<file path="src/rtl/sdram_mport_arbiter_if.sv">
// rtl/sdram_mport_arbiter_if.sv - bundle of SDRAM controller and requester-port signals
//
// Purpose: groups the controller-side command/response signals and the
// packed per-port request/status signals of the multi-port SDRAM arbiter.
// Ports (signals):
//   sdram_*  : command, data and ack toward the controller; ready/rdy/response
//              coming back from it
//   p_*      : per-port request fields (port i at slice i) and per-port status
// Modports:
//   master : the arbiter's view (drives sdram_* commands and p_* status)
//   slave  : the environment's view (controller model plus requesters)
interface sdram_mport_arbiter_if #(
  parameter int NUM_PORTS = 3
);
  logic                      sdram_cmd_valid;
  logic                      sdram_rd;
  logic                      sdram_wr;
  logic                      sdram_burst;
  logic                      sdram_ack;
  logic [23:0]               sdram_addr_x16;
  logic [15:0]               sdram_wdata;
  logic [1:0]                sdram_wmask;
  logic                      sdram_cmd_ready;
  logic                      sdram_rdy;
  logic                      sdram_resp_valid;
  logic                      sdram_resp_last;
  logic [15:0]               sdram_rdata;

  logic [NUM_PORTS-1:0]      p_cmd_valid;
  logic [NUM_PORTS-1:0]      p_rd;
  logic [NUM_PORTS-1:0]      p_wr;
  logic [NUM_PORTS-1:0]      p_burst;
  logic [NUM_PORTS-1:0]      p_ack;
  logic [24*NUM_PORTS-1:0]   p_addr_x16;
  logic [16*NUM_PORTS-1:0]   p_wdata;
  logic [2*NUM_PORTS-1:0]    p_wmask;
  logic [NUM_PORTS-1:0]      p_cmd_ready;
  logic [NUM_PORTS-1:0]      p_rdy;
  logic [NUM_PORTS-1:0]      p_resp_valid;
  logic [NUM_PORTS-1:0]      p_resp_last;
  logic [15:0]               p_rdata;

  modport master (
    output sdram_cmd_valid, sdram_rd, sdram_wr, sdram_burst, sdram_ack,
    output sdram_addr_x16, sdram_wdata, sdram_wmask,
    input  sdram_cmd_ready, sdram_rdy, sdram_resp_valid, sdram_resp_last, sdram_rdata,
    input  p_cmd_valid, p_rd, p_wr, p_burst, p_ack, p_addr_x16, p_wdata, p_wmask,
    output p_cmd_ready, p_rdy, p_resp_valid, p_resp_last, p_rdata
  );

  modport slave (
    input  sdram_cmd_valid, sdram_rd, sdram_wr, sdram_burst, sdram_ack,
    input  sdram_addr_x16, sdram_wdata, sdram_wmask,
    output sdram_cmd_ready, sdram_rdy, sdram_resp_valid, sdram_resp_last, sdram_rdata,
    output p_cmd_valid, p_rd, p_wr, p_burst, p_ack, p_addr_x16, p_wdata, p_wmask,
    input  p_cmd_ready, p_rdy, p_resp_valid, p_resp_last, p_rdata
  );
endinterface

</file>
<file path="src/rtl/sdram_mport_arbiter.sv">
// rtl/sdram_mport_arbiter.sv - multi-port SDRAM command arbiter with port-0 priority
//
// Purpose: shares one SDRAM controller between NUM_PORTS requesters. In IDLE a
// winner is picked combinationally (port 0 first when enabled, limited by a
// starvation counter; otherwise round-robin) and its command is presented to
// the controller. Once accepted the winner owns the controller until it acks.
// Ports:
//   clk_i   : clock
//   rst_ni  : asynchronous active-low reset; also forces every output to 0
//   bus     : sdram_mport_arbiter_if.master (controller and per-port signals)
//   grant_o : one-hot current owner, zero when idle
module sdram_mport_arbiter #(
  parameter int NUM_PORTS     = 3,
  parameter int HIPRI_PORT0   = 1,
  parameter int MAX_HIPRI_RUN = 4,
  parameter int WAIT_CYCLES   = 2
) (
  input  logic                  clk_i,
  input  logic                  rst_ni,
  sdram_mport_arbiter_if.master bus,
  output logic [NUM_PORTS-1:0]  grant_o
);

  localparam int IDX_W = (NUM_PORTS > 1) ? $clog2(NUM_PORTS) : 1;

  typedef enum logic {IDLE, BUSY} state_e;

  state_e           state_q, state_d;
  logic [IDX_W-1:0] owner_q, owner_d;
  logic [IDX_W-1:0] rr_ptr_q, rr_ptr_d;
  logic [1:0]       wait_cnt_q, wait_cnt_d;
  logic [3:0]       hipri_run_q, hipri_run_d;

  logic             win_found;
  logic [IDX_W-1:0] win_idx;
  logic [IDX_W-1:0] sel_idx;
  logic [IDX_W-1:0] cand;
  logic             others_valid;
  logic             accept;
  logic             cmd_live;
  int               pos;

  always_ff @(posedge clk_i or negedge rst_ni) begin
    if (!rst_ni) begin
      state_q     <= IDLE;
      owner_q     <= '0;
      rr_ptr_q    <= IDX_W'(NUM_PORTS - 1);
      wait_cnt_q  <= '0;
      hipri_run_q <= '0;
    end else begin
      state_q     <= state_d;
      owner_q     <= owner_d;
      rr_ptr_q    <= rr_ptr_d;
      wait_cnt_q  <= wait_cnt_d;
      hipri_run_q <= hipri_run_d;
    end
  end

  always_comb begin
    win_found    = 1'b0;
    win_idx      = '0;
    cand         = '0;
    pos          = 0;
    others_valid = |bus.p_cmd_valid[NUM_PORTS-1:1];

    if ((HIPRI_PORT0 != 0) && bus.p_cmd_valid[0] &&
        ((hipri_run_q < 4'(MAX_HIPRI_RUN)) || !others_valid)) begin
      win_found = 1'b1;
      win_idx   = '0;
    end else begin
      // Port 0 is skipped by the round-robin search when it has priority:
      // here it either is not requesting or has used up its run, so letting
      // the search land on it would defeat the starvation limit.
      for (int k = 1; k <= NUM_PORTS; k++) begin
        pos  = (int'(rr_ptr_q) + k) % NUM_PORTS;
        cand = IDX_W'(pos);
        if (!win_found && bus.p_cmd_valid[cand] && !((HIPRI_PORT0 != 0) && (pos == 0))) begin
          win_found = 1'b1;
          win_idx   = cand;
        end
      end
    end
  end

  assign sel_idx  = (state_q == IDLE) ? win_idx : owner_q;
  assign cmd_live = (state_q == BUSY) || win_found;
  assign accept   = (state_q == IDLE) && win_found && bus.sdram_cmd_ready;

  always_comb begin
    state_d     = state_q;
    owner_d     = owner_q;
    rr_ptr_d    = rr_ptr_q;
    wait_cnt_d  = wait_cnt_q;
    hipri_run_d = hipri_run_q;
    case (state_q)
      IDLE: begin
        if (!bus.p_cmd_valid[0]) hipri_run_d = '0;
        if (accept) begin
          state_d    = BUSY;
          owner_d    = win_idx;
          wait_cnt_d = 2'(WAIT_CYCLES);
          if (win_idx == '0) begin
            hipri_run_d = (hipri_run_q == 4'hF) ? hipri_run_q : hipri_run_q + 4'd1;
          end else begin
            hipri_run_d = '0;
          end
          if ((win_idx != '0) || (HIPRI_PORT0 == 0)) rr_ptr_d = win_idx;
        end
      end
      BUSY: begin
        if (wait_cnt_q != 2'd0) wait_cnt_d = wait_cnt_q - 2'd1;
        if (bus.p_ack[owner_q]) state_d = IDLE;
      end
      default: state_d = IDLE;
    endcase
  end

  // Outputs are gated by rst_ni so they drop to 0 the moment reset asserts,
  // independent of the clock and of whatever the ports are driving.
  always_comb begin
    bus.sdram_cmd_valid = 1'b0;
    bus.sdram_rd        = 1'b0;
    bus.sdram_wr        = 1'b0;
    bus.sdram_burst     = 1'b0;
    bus.sdram_ack       = 1'b0;
    bus.sdram_addr_x16  = '0;
    bus.sdram_wdata     = '0;
    bus.sdram_wmask     = '0;
    bus.p_cmd_ready     = '0;
    bus.p_rdy           = '0;
    bus.p_resp_valid    = '0;
    bus.p_resp_last     = '0;
    bus.p_rdata         = '0;
    grant_o             = '0;
    if (rst_ni) begin
      bus.p_rdata         = bus.sdram_rdata;
      bus.sdram_cmd_valid = (state_q == IDLE) && (|bus.p_cmd_valid);
      bus.sdram_ack       = (state_q == BUSY) && bus.p_ack[owner_q];
      for (int i = 0; i < NUM_PORTS; i++) begin
        if (cmd_live && (sel_idx == IDX_W'(i))) begin
          bus.sdram_rd       = bus.p_rd[i];
          bus.sdram_wr       = bus.p_wr[i];
          bus.sdram_burst    = bus.p_burst[i];
          bus.sdram_addr_x16 = bus.p_addr_x16[i*24 +: 24];
          bus.sdram_wdata    = bus.p_wdata[i*16 +: 16];
          bus.sdram_wmask    = bus.p_wmask[i*2 +: 2];
        end
        if ((state_q == IDLE) && win_found && (win_idx == IDX_W'(i))) begin
          bus.p_cmd_ready[i] = bus.sdram_cmd_ready;
        end
        if ((state_q == BUSY) && (owner_q == IDX_W'(i))) begin
          grant_o[i]          = 1'b1;
          bus.p_rdy[i]        = (wait_cnt_q == 2'd0) && bus.sdram_rdy;
          bus.p_resp_valid[i] = bus.sdram_resp_valid;
          bus.p_resp_last[i]  = bus.sdram_resp_last;
        end
      end
    end
  end

endmodule

</file>
<file path="src/flat_wrapper.sv">
// flat-port wrapper written by rule: the top's interface ports become plain ports
module sdram_mport_arbiter_flat 
#(
  parameter int NUM_PORTS     = 3,
  parameter int HIPRI_PORT0   = 1,
  parameter int MAX_HIPRI_RUN = 4,
  parameter int WAIT_CYCLES   = 2
)
  (clk_i, rst_ni, grant_o, bus_sdram_cmd_valid, bus_sdram_rd, bus_sdram_wr, bus_sdram_burst, bus_sdram_ack, bus_sdram_addr_x16, bus_sdram_wdata, bus_sdram_wmask, bus_sdram_cmd_ready, bus_sdram_rdy, bus_sdram_resp_valid, bus_sdram_resp_last, bus_sdram_rdata, bus_p_cmd_valid, bus_p_rd, bus_p_wr, bus_p_burst, bus_p_ack, bus_p_addr_x16, bus_p_wdata, bus_p_wmask, bus_p_cmd_ready, bus_p_rdy, bus_p_resp_valid, bus_p_resp_last, bus_p_rdata);
  sdram_mport_arbiter_if #(.NUM_PORTS(NUM_PORTS)) bus_i ();
  input  logic clk_i;
  input  logic rst_ni;
  output logic [NUM_PORTS-1:0] grant_o;
  output wire logic [$bits(bus_i.sdram_cmd_valid)-1:0] bus_sdram_cmd_valid;
  output wire logic [$bits(bus_i.sdram_rd)-1:0] bus_sdram_rd;
  output wire logic [$bits(bus_i.sdram_wr)-1:0] bus_sdram_wr;
  output wire logic [$bits(bus_i.sdram_burst)-1:0] bus_sdram_burst;
  output wire logic [$bits(bus_i.sdram_ack)-1:0] bus_sdram_ack;
  output wire logic [$bits(bus_i.sdram_addr_x16)-1:0] bus_sdram_addr_x16;
  output wire logic [$bits(bus_i.sdram_wdata)-1:0] bus_sdram_wdata;
  output wire logic [$bits(bus_i.sdram_wmask)-1:0] bus_sdram_wmask;
  input wire logic [$bits(bus_i.sdram_cmd_ready)-1:0] bus_sdram_cmd_ready;
  input wire logic [$bits(bus_i.sdram_rdy)-1:0] bus_sdram_rdy;
  input wire logic [$bits(bus_i.sdram_resp_valid)-1:0] bus_sdram_resp_valid;
  input wire logic [$bits(bus_i.sdram_resp_last)-1:0] bus_sdram_resp_last;
  input wire logic [$bits(bus_i.sdram_rdata)-1:0] bus_sdram_rdata;
  input wire logic [$bits(bus_i.p_cmd_valid)-1:0] bus_p_cmd_valid;
  input wire logic [$bits(bus_i.p_rd)-1:0] bus_p_rd;
  input wire logic [$bits(bus_i.p_wr)-1:0] bus_p_wr;
  input wire logic [$bits(bus_i.p_burst)-1:0] bus_p_burst;
  input wire logic [$bits(bus_i.p_ack)-1:0] bus_p_ack;
  input wire logic [$bits(bus_i.p_addr_x16)-1:0] bus_p_addr_x16;
  input wire logic [$bits(bus_i.p_wdata)-1:0] bus_p_wdata;
  input wire logic [$bits(bus_i.p_wmask)-1:0] bus_p_wmask;
  output wire logic [$bits(bus_i.p_cmd_ready)-1:0] bus_p_cmd_ready;
  output wire logic [$bits(bus_i.p_rdy)-1:0] bus_p_rdy;
  output wire logic [$bits(bus_i.p_resp_valid)-1:0] bus_p_resp_valid;
  output wire logic [$bits(bus_i.p_resp_last)-1:0] bus_p_resp_last;
  output wire logic [$bits(bus_i.p_rdata)-1:0] bus_p_rdata;
  assign bus_sdram_cmd_valid = bus_i.sdram_cmd_valid;
  assign bus_sdram_rd = bus_i.sdram_rd;
  assign bus_sdram_wr = bus_i.sdram_wr;
  assign bus_sdram_burst = bus_i.sdram_burst;
  assign bus_sdram_ack = bus_i.sdram_ack;
  assign bus_sdram_addr_x16 = bus_i.sdram_addr_x16;
  assign bus_sdram_wdata = bus_i.sdram_wdata;
  assign bus_sdram_wmask = bus_i.sdram_wmask;
  assign bus_i.sdram_cmd_ready = bus_sdram_cmd_ready;
  assign bus_i.sdram_rdy = bus_sdram_rdy;
  assign bus_i.sdram_resp_valid = bus_sdram_resp_valid;
  assign bus_i.sdram_resp_last = bus_sdram_resp_last;
  assign bus_i.sdram_rdata = bus_sdram_rdata;
  assign bus_i.p_cmd_valid = bus_p_cmd_valid;
  assign bus_i.p_rd = bus_p_rd;
  assign bus_i.p_wr = bus_p_wr;
  assign bus_i.p_burst = bus_p_burst;
  assign bus_i.p_ack = bus_p_ack;
  assign bus_i.p_addr_x16 = bus_p_addr_x16;
  assign bus_i.p_wdata = bus_p_wdata;
  assign bus_i.p_wmask = bus_p_wmask;
  assign bus_p_cmd_ready = bus_i.p_cmd_ready;
  assign bus_p_rdy = bus_i.p_rdy;
  assign bus_p_resp_valid = bus_i.p_resp_valid;
  assign bus_p_resp_last = bus_i.p_resp_last;
  assign bus_p_rdata = bus_i.p_rdata;
  sdram_mport_arbiter #(.NUM_PORTS(NUM_PORTS), .HIPRI_PORT0(HIPRI_PORT0), .MAX_HIPRI_RUN(MAX_HIPRI_RUN), .WAIT_CYCLES(WAIT_CYCLES)) u_core (.clk_i(clk_i), .rst_ni(rst_ni), .bus(bus_i), .grant_o(grant_o));
endmodule
</file>
<file path="config.mk">
export PLATFORM = sky130hd
export DESIGN_NAME = sdram_mport_arbiter_flat
export DESIGN_NICKNAME = d
export VERILOG_FILES = /design/src/rtl/sdram_mport_arbiter_if.sv /design/src/rtl/sdram_mport_arbiter.sv /design/src/flat_wrapper.sv
export SDC_FILE = /design/constraint.sdc
export NUM_CORES = 1
export LEC_CHECK = 0
export BUFFER_PORTS_ARGS = -buffer_cell sky130_fd_sc_hd__clkbuf_2
export CAP_MARGIN = 10
export CORE_AREA = 2 2 94 96
export DETAILED_ROUTE_END_ITERATION = 8
export DIE_AREA = 0 0 96 98
export PLACE_DENSITY_LB_ADDON = 0.12
export SYNTH_ARGS = -nofsm -noshare
export SYNTH_HDL_FRONTEND = slang
export SYNTH_SLANG_ARGS = --single-unit
</file>
<file path="constraint.sdc">
create_clock -name clk_i -period 2.99 [get_ports clk_i]
set_input_delay 0.1495 -clock clk_i [delete_from_list [all_inputs] [get_ports clk_i]]
set_output_delay 0.1495 -clock clk_i [all_outputs]
set_load 0.01 [all_outputs]
</file>
* After elaboration in Yosys (flattened, before gate mapping)
Index checks and enable logic that the tools add are counted.
Storage, ports and cells: register bits 11, input bits 163, output and inout bits 78, logic and storage cells 149
Operators by class: $add $sub $neg 5, div/mod/pow operators 3, $lt $le $gt $ge 5, equal/unequal tests 11, mux-type cells 76, bitwise operators 1, reductions and logical operators 43
Operators by type and width (number):
- 32-bit logical NOT | 3
- 32-bit by 3-bit modulo with 32-bit output (second input constant) | 3
- 24-bit two-way mux | 4
- 16-bit two-way mux | 5
- 1-bit two-way mux | 41
- 2-bit two-way mux | 11
- 1-bit logical AND | 20
- 4-bit two-way mux | 4
- 3-bit two-way mux | 5
- 2-bit by 3-bit < comparator with 1-bit output (second input constant) | 4
- 1-bit binary-select mux with 2-bit select | 4
- 2-bit logical NOT | 4
- 2-bit by 2-bit adder with 3-bit output (second input constant) | 2
- 2-bit by 1-bit equality test with 1-bit output (second input constant) | 3
- 2-bit equality test (second input constant) | 3
- 1-bit logical NOT | 6
- 3-bit AND reduction | 2
- 4-bit by 1-bit adder with 4-bit output (second input constant) | 1
- 4-bit equality test (second input constant) | 1
- 4-bit by 3-bit < comparator with 1-bit output (second input constant) | 1
- 2-bit by 1-bit != test with 1-bit output (second input constant) | 2
- 2-bit one-hot mux with 2 select lines | 1
- 2-bit AND reduction | 2
- 2-bit nonzero test | 2
- 9 further kinds | 10

* Depth between registers and ports, before layout
Gate-level depths: netlist (run 1).
depth in word-level cells 24, gate-level depth with buffers 12, depth with buffers taken out 9

* Worst setup path before layout (run 1)
Ideal clock, no wire load.
path kind register to output, from register u_core.rr_ptr_q[1], to output bus_sdram_addr_x16[0], arrival time 2.514 ns, data required time 2.841 ns, setup slack 0.327 ns, cell stages (with the launch flop) 11, path buffers 2, cells stage by stage dfstp_2 ha_1 mux2_4 mux2i_4 o211ai_2 and3_4 o41ai_2 buf_6 buf_12 mux2i_1 o21ai_1
Between the ends: cells in the longest elaborated chain, start to end 24, elaborated cells between the ends (all ways) 47, classes of those cells add/sub (3); div (3); eq/ne (2); mux (21); reduce/logical (18)
RTL lines:
- from (decl) | RTL line sdram_mport_arbiter.sv:30 | logic [IDX_W-1:0] rr_ptr_q, rr_ptr_d;
- from (signal assigned) | RTL line sdram_mport_arbiter.sv:47 | rr_ptr_q <= IDX_W'(NUM_PORTS - 1);
- from (signal assigned) | RTL line sdram_mport_arbiter.sv:53 | rr_ptr_q <= rr_ptr_d;
- 2-bit by 1-bit adder with 3-bit output | RTL line sdram_mport_arbiter.sv:75 | pos = (int'(rr_ptr_q) + k) % NUM_PORTS;
- 32-bit by 3-bit modulo with 32-bit output | RTL line sdram_mport_arbiter.sv:75
- 32-bit logical NOT or 1-bit binary-select mux with 2-bit select (tied branches) | RTL line sdram_mport_arbiter.sv:77 | if (!win_found && bus.p_cmd_valid[cand] && !((HIPRI_PORT0 != 0) && (pos == 0))) begin
- 1-bit logical NOT or 1-bit two-way mux (tied branches) | RTL line sdram_mport_arbiter.sv:77
- 1-bit logical AND | RTL line sdram_mport_arbiter.sv:77
- 1-bit two-way mux | RTL line sdram_mport_arbiter.sv:77
- 1-bit two-way mux | RTL line sdram_mport_arbiter.sv:66 | if ((HIPRI_PORT0 != 0) && bus.p_cmd_valid[0] &&
- 1-bit logical NOT | RTL line sdram_mport_arbiter.sv:77
- [7 not listed]
- 2-bit two-way mux | RTL line sdram_mport_arbiter.sv:77
- 2-bit two-way mux | RTL line sdram_mport_arbiter.sv:66
- 2-bit two-way mux | RTL line sdram_mport_arbiter.sv:85 | assign sel_idx = (state_q == IDLE) ? win_idx : owner_q;
- 2-bit logical NOT | RTL line sdram_mport_arbiter.sv:140 | if (cmd_live && (sel_idx == IDX_W'(i))) begin
- 1-bit logical AND | RTL line sdram_mport_arbiter.sv:140
- 24-bit two-way mux (2 in a row) | RTL line sdram_mport_arbiter.sv:140
- 24-bit two-way mux (*) | RTL line sdram_mport_arbiter.sv:140
- 24-bit two-way mux (*) | RTL line sdram_mport_arbiter.sv:135 | if (rst_ni) begin
- to (decl) | RTL line flat_wrapper.sv:19 | output wire logic [$bits(bus_i.sdram_addr_x16)-1:0] bus_sdram_addr_x16;
Every way passes the cells marked *; elsewhere a longest branch is shown, timed or not. The select of a mux whose other input is x is not followed.

* Worst setup path in the final report (run 1)
from register u_core.rr_ptr_q[1], to output bus_sdram_wr
Between the ends: cells in the longest elaborated chain, start to end 24, elaborated cells between the ends (all ways) 47, classes of those cells add/sub (3); div (3); eq/ne (2); mux (21); reduce/logical (18)
RTL lines:
- 2-bit by 1-bit adder with 3-bit output | RTL line sdram_mport_arbiter.sv:75
- 32-bit by 3-bit modulo with 32-bit output | RTL line sdram_mport_arbiter.sv:75
- 32-bit logical NOT or 1-bit binary-select mux with 2-bit select (tied branches) | RTL line sdram_mport_arbiter.sv:77
- 1-bit logical NOT or 1-bit two-way mux (tied branches) | RTL line sdram_mport_arbiter.sv:77
- 1-bit logical AND | RTL line sdram_mport_arbiter.sv:77
- 1-bit two-way mux | RTL line sdram_mport_arbiter.sv:77
- 1-bit two-way mux | RTL line sdram_mport_arbiter.sv:66
- 1-bit logical NOT | RTL line sdram_mport_arbiter.sv:77
- [7 not listed]
- 2-bit two-way mux | RTL line sdram_mport_arbiter.sv:77
- 2-bit two-way mux | RTL line sdram_mport_arbiter.sv:66
- 2-bit two-way mux | RTL line sdram_mport_arbiter.sv:85
- 2-bit logical NOT | RTL line sdram_mport_arbiter.sv:140
- 1-bit logical AND | RTL line sdram_mport_arbiter.sv:140
- 1-bit two-way mux (2 in a row) | RTL line sdram_mport_arbiter.sv:140
- 1-bit two-way mux (*) | RTL line sdram_mport_arbiter.sv:140
- 1-bit two-way mux (*) | RTL line sdram_mport_arbiter.sv:135
- to (decl) | RTL line flat_wrapper.sv:16 | output wire logic [$bits(bus_i.sdram_wr)-1:0] bus_sdram_wr;
Marks and branches as above.

==> results of run 1 <==
## worst max-delay path, stage by stage, from the launching register on
cell and delay [ns]:
dfstp_2 0.57, ha_4 0.23, mux2_4 0.32, mux2i_4 0.18, o211ai_4 0.12, nor3_4 0.26, o41ai_4 0.11, buf_6 0.15
buf_12 0.14, buf_4 0.13, mux2i_1 0.10, o21ai_1 0.22, clkbuf_2 0.18
## how the worst max path moves through the flow
| stage | slack [ns] | start | endpoint |
|---|---|---|---|
| 3_5_place_dp | -0.08 | u_core.rr_ptr_q[1]$_DFFE_PN1P_ | bus_sdram_wdata[15] |
| 4_1_cts | -0.16 | u_core.rr_ptr_q[1]$_DFFE_PN1P_ | bus_sdram_addr_x16[4] |
| 3_3_place_gp | -0.06 | u_core.rr_ptr_q[1]$_DFFE_PN1P_ | bus_sdram_addr_x16[4] |
| 5_1_grt | -0.19 | u_core.rr_ptr_q[1]$_DFFE_PN1P_ | bus_sdram_addr_x16[3] |
| 6_report | -0.11 | u_core.rr_ptr_q[1]$_DFFE_PN1P_ | bus_sdram_wr |
| 2_1_floorplan | 0.33 | u_core.rr_ptr_q[1]$_DFFE_PN1P_ | bus_sdram_addr_x16[0] |
## routing by layer
metal,GRT usage (%),vias to the layer above,wire [um]
met5,0,-,0
met4,3.30,0,83
met3,2.55,12,864
met2,37.1,148,5500
met1,22.2,1442,4040
li1,-,1572,-
## per-stage QoR
stage | hold slack [ns] | utilization (%) | setup WS, ns
2_1_floorplan | -0.146 | - | 0.327
3_3_place_gp | 0.108 | 42.1 | -0.0579
3_5_place_dp | 0.109 | 42.1 | -0.0822
4_1_cts | 0.229 | 46.4 | -0.155
5_1_grt | 0.296 | 48.4 | -0.185
6_report | 0.224 | 48.4 | -0.114
## final cells by class
class	instances	area (um2)
flip-flops and latches	11	277
inverters	7	26.3
fillers	827	4370
multi-input cells	250	1800
repair buffers	290	1810
clock buffers	4	45.0
well taps	108	135
## cell usage after synthesis (3+ instances only)
library cell	instances
inv_1	7
nor2_1	10
nor3_1	5
nand2_1	55
o21ai_1	48
and2_1	24
nand2b_1	5
and3_1	6
mux2i_1	48
nand3_1	3
o21ai_0	4
clkbuf_1	7
dfrtp_1	10
ha_1	6
buf_2	5
buf_12	4
## flip-flops by register name, summed over array words and instances (netlist names)
signal              count
u_core.hipri_run_q      4
u_core.owner_q          2
u_core.rr_ptr_q         2
u_core.wait_cnt_q       2
u_core.state_q          1
## logic make-up after synthesis
logic type                 count (synthesis)  share of synthesized area (%)
AOI/OAI and AO/OA                         76                           22.5
adders and majority gates                  6                           3.61
buffers and inverters                     24                           8.12
DFF                                       11                           13.3
muxes                                     50                           24.9
and+or+nand+nor                          118                           27.6
## timing repair
action                     4_1_cts  5_1_grt
cloned                           4        4
gates resized for setup         19       54
hold endpoints to repair         5        0
pin swaps                        8       10
hold buffers                     1        0
setup buffers                   13        8
setup endpoints to repair       46       49
## power groups by stage
stage                     clock (mW)  combinational [mW]  sequential (mW)
final                          0.144                3.37            0.269
after global routing           0.151                3.61            0.280
after CTS                      0.147                3.14            0.266
after detailed placement           0                2.65            0.265
after global placement             0                2.64            0.263
after floorplan                    0                1.66            0.245
==> impl_metrics.tcl, run 1 <==
set metrics [dict create \
    holdPathEnd "u_core.state_q$_DFF_PN0_" \
    p_int_mw 2.04 \
    synth.distinct_cells 46 \
    rsz0062_at_grt "true" \
    gp_congestion 0.839 \
    drtIter0Drc 44 \
    rr_worst_depth 10 \
    start_util_pct 24.6 \
    finalPower_mw 3.79 \
    wire_per_inst_um 15.7 \
    ys_async_sr_fraction_pct 100 \
    row_count 34 \
    worstHoldStart "bus_p_ack[1]" \
    cp-end-kind "primary output" \
    placedCellCount 639 \
    syn_area_um2 2080 \
    cp.required_ns 2.84 \
    hold_depth 4 \
    crit_path_start_kind "flop" \
    r2r-end "u_core.hipri_run_q[1]$_DFFE_PN0P_" \
    final_nets 732 \
    clk_pin_slew_ns 0.05 \
    drive_gt1_share_pct 57.7 \
    ys_ff_latch 11 \
    first_pass_iters 5 \
    fin_worst_skew_ns 0.00103 \
    post-dp-hpwl_mm 7.73 \
    cts_made_buffers 3 \
    maxCapViolations 0 \
    area_growth_pct 96.8 \
    grt_pass1_vias 2988 \
    p_leak_nw 2.16 \
    num_vias 3174 \
    grt_pass1_wl_mm 14.4 \
    cts.root.buffer_cell "clkbuf_8" \
    grt_max_degree 46 \
    antenna_cells 0 \
    slew_violations 0 \
    p_per_area_nw_per_um2 925 \
    final.min_clock_period_ns 3.10 \
    fin_cells 670 \
    final_common_cell "clkbuf_2" \
    track_usage_pct 19.2 \
    setup_tns_ns -2.77 \
    p_switching_mw 1.75 \
    port-buffer-count 240 \
    worst_slew_pin_slew_ns 0.640 \
    final_cell_mix "clkbuf_2, nand2_1, o21ai_1" \
    synth_area_leader_cell "mux2i_1" \
    drc_errors 0 \
    ys_top_cells_by_area "mux2i_1, dfrtp_1, o21ai_1" \
    via_per_inst 4.74 \
    ir_drop_v 0.000333 \
    hold_path_class "in2reg" \
    htreeDepth 1 \
    design.core.area_um2 8470 \
    synth_top_flop_cell "dfrtp_1" \
    pwr-share-clk_pct 3.8 \
    syn_nets 454 \
    drt_wl_total_mm 10.5 \
    p_comb_share_pct 89.1 \
    clock-sinks 11 \
    overflow 0 \
    failed_checks "setup timing" \
    placed_area_um2 3560 \
    worst_slack_ns -0.114 \
    fin_area_um2 4100 \
    die-area_um2 9410 \
    period_share_pct 104 \
    clock.fmax_mhz 322 \
    yosysWarnings 0 \
    critPathKind "reg2out" \
    synthCells 285 \
    pin_count 241 \
    clock_path_buffers 2 \
    cts_tree "built" \
    die_h_um 98 \
    insertion_delay_ns 0.23 \
    seqPwrFrac_pct 7.1 \
    switching_share_pct 46.2 \
    outcome "complete, but fails checks" \
    antenna_found_initial 0 \
    reg2reg_slack_ns 0.14 \
    synth_top_area_share_pct 23.1 \
    setup_viol 45 \
    ys_seq_area_share_pct 13.3 \
    crit_fanout 7 \
    antenna_left 0 \
    final-hold-violation-count 0 \
    synth_edf_count 0 \
    relSlewSlack_pct 57.0 \
    cp.arrival_ns 2.95 \
    postSynthAreaPerCell_um2 7.30 \
    r2r_start "u_core.rr_ptr_q[1]$_DFFE_PN1P_" \
    die_w_um 96 \
]
Note: power is estimated with default switching activity, not from simulation.
==> run 2: changes to the inputs <==
MAX_ROUTING_LAYER = met4   (was unset)
==> impl_metrics.tcl, run 2 (synthesis results as in run 1) <==
set metrics [dict create \
    p_leak_nw 2.16 \
    drt_wl_total_mm 10.5 \
    row_count 34 \
    grt_pass1_vias 2987 \
    post-dp-hpwl_mm 7.73 \
    drc_errors 0 \
    overflow 0 \
    area_growth_pct 96.8 \
    p_per_area_nw_per_um2 924 \
    drtIter0Drc 44 \
    largest_register_ffs 4 \
    slew_violations 0 \
    antenna_found_initial 0 \
    drive_gt1_share_pct 57.7 \
    design.core.area_um2 8470 \
    utilization_pct 48.4 \
    grt_pass1_wl_mm 14.4 \
    via_per_inst 4.73 \
    fin_cells 670 \
    switching_share_pct 46.2 \
    p_int_mw 2.04 \
    clk_pin_slew_ns 0.05 \
    clock.fmax_mhz 322 \
    worst_slew_pin_slew_ns 0.643 \
    die_w_um 96 \
    pwr-share-clk_pct 3.8 \
    final.min_clock_period_ns 3.10 \
    final_cell_mix "clkbuf_2, nand2_1, o21ai_1" \
    first_pass_iters 4 \
    p_switching_mw 1.75 \
    final_common_cell "clkbuf_2" \
    port-buffer-count 240 \
    worst_slack_ns -0.112 \
    final_nets 732 \
    pin_count 241 \
    cp-end-kind "primary output" \
    setup_tns_ns -2.66 \
    wire_per_inst_um 15.6 \
    clock_path_buffers 2 \
    insertion_delay_ns 0.23 \
    seqPwrFrac_pct 7.1 \
    max_flop_register "u_core.hipri_run_q" \
    start_util_pct 24.6 \
    crit_fanout 6 \
    outcome "complete, but fails checks" \
    critPathKind "reg2out" \
    crit_path_start_kind "flop" \
    antenna_left 0 \
    antenna_cells 0 \
    placedCellCount 639 \
    cts_tree "built" \
    failed_checks "setup timing" \
    fin_worst_skew_ns 0.000920 \
    period_share_pct 104 \
    cp.arrival_ns 2.95 \
    p_comb_share_pct 89.1 \
    die-area_um2 9410 \
    rsz0062_at_grt "true" \
    gp_congestion 0.852 \
    grt_max_degree 46 \
    clock-sinks 11 \
    cp.required_ns 2.84 \
    hold_path_class "in2reg" \
    ir_drop_v 0.000331 \
    maxCapViolations 0 \
    die_h_um 98 \
    track_usage_pct 19.8 \
    cts_made_buffers 3 \
    final-hold-violation-count 0 \
    cts.root.buffer_cell "clkbuf_8" \
    setup_viol 43 \
    relSlewSlack_pct 56.8 \
    finalPower_mw 3.78 \
    num_vias 3171 \
    htreeDepth 1 \
]
-- run 2: cell counts in the layout (fill, tap and decap cells not counted) --
Identical to the previous run, type by type.
-- run 2: final timing paths --
check,start,to,slack [ns],depth (start not counted)
setup / recovery,u_core.rr_ptr_q[1]$_DFFE_PN1P_,bus_sdram_wr,-0.11,12
hold / removal,bus_p_ack[1],u_core.state_q$_DFF_PN0_,0.22,4
setup reg to reg,u_core.rr_ptr_q[1]$_DFFE_PN1P_,u_core.hipri_run_q[1]$_DFFE_PN0P_,0.14,10
hold reg to reg,u_core.wait_cnt_q[0]$_DFFE_PN0P_,u_core.wait_cnt_q[0]$_DFFE_PN0P_,0.48,1
max in group asynchronous,rst_ni,u_core.state_q$_DFF_PN0_,2.21,4
min in group asynchronous,rst_ni,u_core.hipri_run_q[0]$_DFFE_PN0P_,0.40,3
-- run 2: power by group through the flow --
stage          combinational [mW]  sequential (mW)  clock [mW]
4_1_cts                      3.14            0.266       0.147
5_1_grt                      3.61            0.280       0.151
6_report                     3.37            0.269       0.144
3_3_place_gp                 2.64            0.263           0
2_1_floorplan                1.66            0.245           0
3_5_place_dp                 2.65            0.265           0
-- run 2: area by class of cell --
class	count	area [um2]
multi-input combinational	250	1800
clock buffer	4	45.0
tap	108	135
sequential	11	277
fill	827	4370
timing repair buffer	290	1810
inverter	7	26.3
-- run 2: worst max-delay path, cell delays in order (launching register included) --
cell	delay [ns]
dfstp_2	0.57
ha_4	0.23
mux2_4	0.32
mux2i_4	0.18
o211ai_4	0.12
buf_6	0.13
a211o_4	0.35
o21bai_4	0.19
buf_6	0.13
buf_12	0.11
nand2_1	0.05
o21ai_1	0.14
clkbuf_2	0.18
-- run 2: per-layer routing --
layer	global-route usage [%]	vias to the layer above	wire length [um]
met2	37.1	145	5520
met3	2.24	10	840
met5	-	-	0
met1	22.4	1444	4050
li1	-	1572	-
met4	3.30	0	73
-- run 2: per-stage QoR --
stage / hold WS, ns / setup WS, ns / cell area [um2]
floorplan: -0.146 / 0.327 / 2080
global placement: 0.108 / -0.0579 / 3560
detailed placement: 0.109 / -0.0822 / 3560
CTS: 0.229 / -0.155 / 3930
global route: 0.296 / -0.185 / 4100
finish: 0.223 / -0.112 / 4100
-- run 2: repair_timing --
action / CTS / global route
hold buffers: 1 / 0
endpoints found under the hold margin: 5 / 0
gates cloned: 4 / 4
endpoints found under the setup margin: 46 / 49
pin swaps: 8 / 10
setup buffers: 13 / 8
gates resized for setup: 19 / 54
==> run 3: changes to the inputs <==
==> constraint.sdc (replaced) <==
create_clock -name clk_i -period 2.99 [get_ports clk_i]
set_input_delay 0.598 -clock clk_i [delete_from_list [all_inputs] [get_ports clk_i]]
set_output_delay 0.598 -clock clk_i [all_outputs]
set_load 0.01 [all_outputs]
==> impl_metrics.tcl, run 3 (synthesis results as in run 1) <==
set metrics [dict create \
    clk_pin_slew_ns 0.05 \
    die_w_um 96 \
    cp_slowest_stage_delay_ns 0.56 \
    port-buffer-count 240 \
    failed_checks "setup timing" \
    max_flop_register "u_core.hipri_run_q" \
    cp.arrival_ns 2.86 \
    postCtsHoldBufs 0 \
    final_common_cell "clkbuf_2" \
    fin_worst_skew_ns 0.000703 \
    rsz0062_at_grt "true" \
    relSlewSlack_pct 64.8 \
    via_per_inst 4.67 \
    first_pass_iters 4 \
    placedCellCount 650 \
    antenna_left 0 \
    final.min_clock_period_ns 3.46 \
    crit_fanout 8 \
    slew_violations 0 \
    fin_cells 667 \
    track_usage_pct 20.1 \
    setup_tns_ns -20.14 \
    row_count 34 \
    utilization_pct 48.4 \
    insertion_delay_ns 0.23 \
    drtIter0Drc 82 \
    gp_congestion 0.801 \
    maxCapViolations 0 \
    fin_area_um2 4100 \
    crit_path_start_kind "flop" \
    ir_drop_v 0.000304 \
    drc_errors 0 \
    hold_path_class "in2async" \
    crit_chain "ha_4 > mux2_4 > mux2i_4 > o211ai_4 > and3_4 > o41ai_4 > buf_12 > buf_4 > mux2i_2 > o21ai_2 > buf_2" \
    clock_path_buffers 2 \
    grt_pass1_wl_mm 14.6 \
    clock-sinks 11 \
    final_nets 729 \
    worst_slew_pin_slew_ns 0.524 \
    die-area_um2 9410 \
    overflow 0 \
    area_growth_pct 96.9 \
    cts.root.buffer_cell "clkbuf_8" \
    finalPower_mw 3.64 \
    antenna_cells 0 \
    die_h_um 98 \
    worst_slack_ns -0.471 \
    cts_made_buffers 3 \
    outcome "complete, but fails checks" \
    num_vias 3116 \
    htreeDepth 1 \
    cts_tree "built" \
    final_cell_mix "clkbuf_2, nand2_1, mux2i_1" \
    grt_pass1_vias 2965 \
    critPathLaunch "u_core.rr_ptr_q[1]$_DFFE_PN1P_" \
    antenna_found_initial 0 \
    period_share_pct 116 \
    rr_worst_depth 11 \
    cp-end-kind "primary output" \
    p_per_area_nw_per_um2 889 \
    p_leak_nw 2.14 \
    cp.required_ns 2.39 \
    crit_slowest_cell "dfstp_2" \
    clock.fmax_mhz 289 \
    drt_wl_total_mm 10.0 \
    pin_count 241 \
    placed_area_um2 3670 \
    drive_gt1_share_pct 58.1 \
    final-hold-violation-count 0 \
    setup_viol 48 \
    r2r_start "u_core.rr_ptr_q[1]$_DFFE_PN1P_" \
    wire_per_inst_um 15.0 \
    post-dp-hpwl_mm 8.13 \
    critPathKind "reg2out" \
    largest_register_ffs 4 \
    grt_max_degree 29 \
    design.core.area_um2 8470 \
    start_util_pct 24.6 \
]
run 3: path summary, 6_finish.rpt:
kind | end | slack [ns]
max reg2reg | u_core.hipri_run_q[1]$_DFFE_PN0P_ | 0.14
max in group asynchronous | u_core.rr_ptr_q[1]$_DFFE_PN1P_ | 2.29
min | u_core.state_q$_DFF_PN0_ | 0.17
max | bus_sdram_wdata[8] | -0.47
min reg2reg | u_core.wait_cnt_q[0]$_DFFE_PN0P_ | 0.48
min in group clk_i | u_core.wait_cnt_q[0]$_DFFE_PN0P_ | 0.48
run 3: report_power, final:
group	switching, mW	total [mW]	internal, mW	leakage [nW]
Clock	0.0557	0.149	0.0936	0.0228
Combinational	1.59	3.22	1.64	1.98
Sequential	0.0641	0.270	0.206	0.138
Total	1.71	3.64	1.94	2.14
run 3: layer usage:
metal | up-vias | global-route usage, % | part of all wire (%)
met2 | 138 | 34.3 | 48
met3 | 8 | 4.17 | 9.5
met4 | 0 | 3.63 | 1.3
met1 | 1395 | 24.2 | 41
li1 | 1575 | - | -
met5 | - | - | 0
run 3: critical path: cells and delay by family, from the launching register on:
| kind | cells | cell delay (ns) |
|---|---|---|
| AOI/OAI and AO/OA | 3 | 0.45 |
| adders and majority gates | 1 | 0.22 |
| buffers and inverters | 3 | 0.48 |
| DFF | 1 | 0.56 |
| muxes | 3 | 0.72 |
| and+or+nand+nor | 1 | 0.18 |
run 3: area by class of cell:
cell class	instances	area (um2)
multi-input cells	250	1810
repair buffers	287	1810
clock buffers	4	45.0
fillers	854	4370
inverters	7	26.3
well taps	108	135
flip-flops and latches	11	277
run 3: stage by stage:
step	hold slack, ns	setup slack, ns
after floorplan	0.302	0.00254
after global placement	0.423	-0.342
after detailed placement	0.427	-0.427
after CTS	0.173	-0.490
after global routing	0.177	-0.626
final	0.173	-0.471
run 3: repair_timing:
item                       4_1_cts  5_1_grt
cloned                           4        0
setup endpoints to repair       48       48
pin swaps                       10        5
resized for setup               34       31
buffers inserted                 9        2
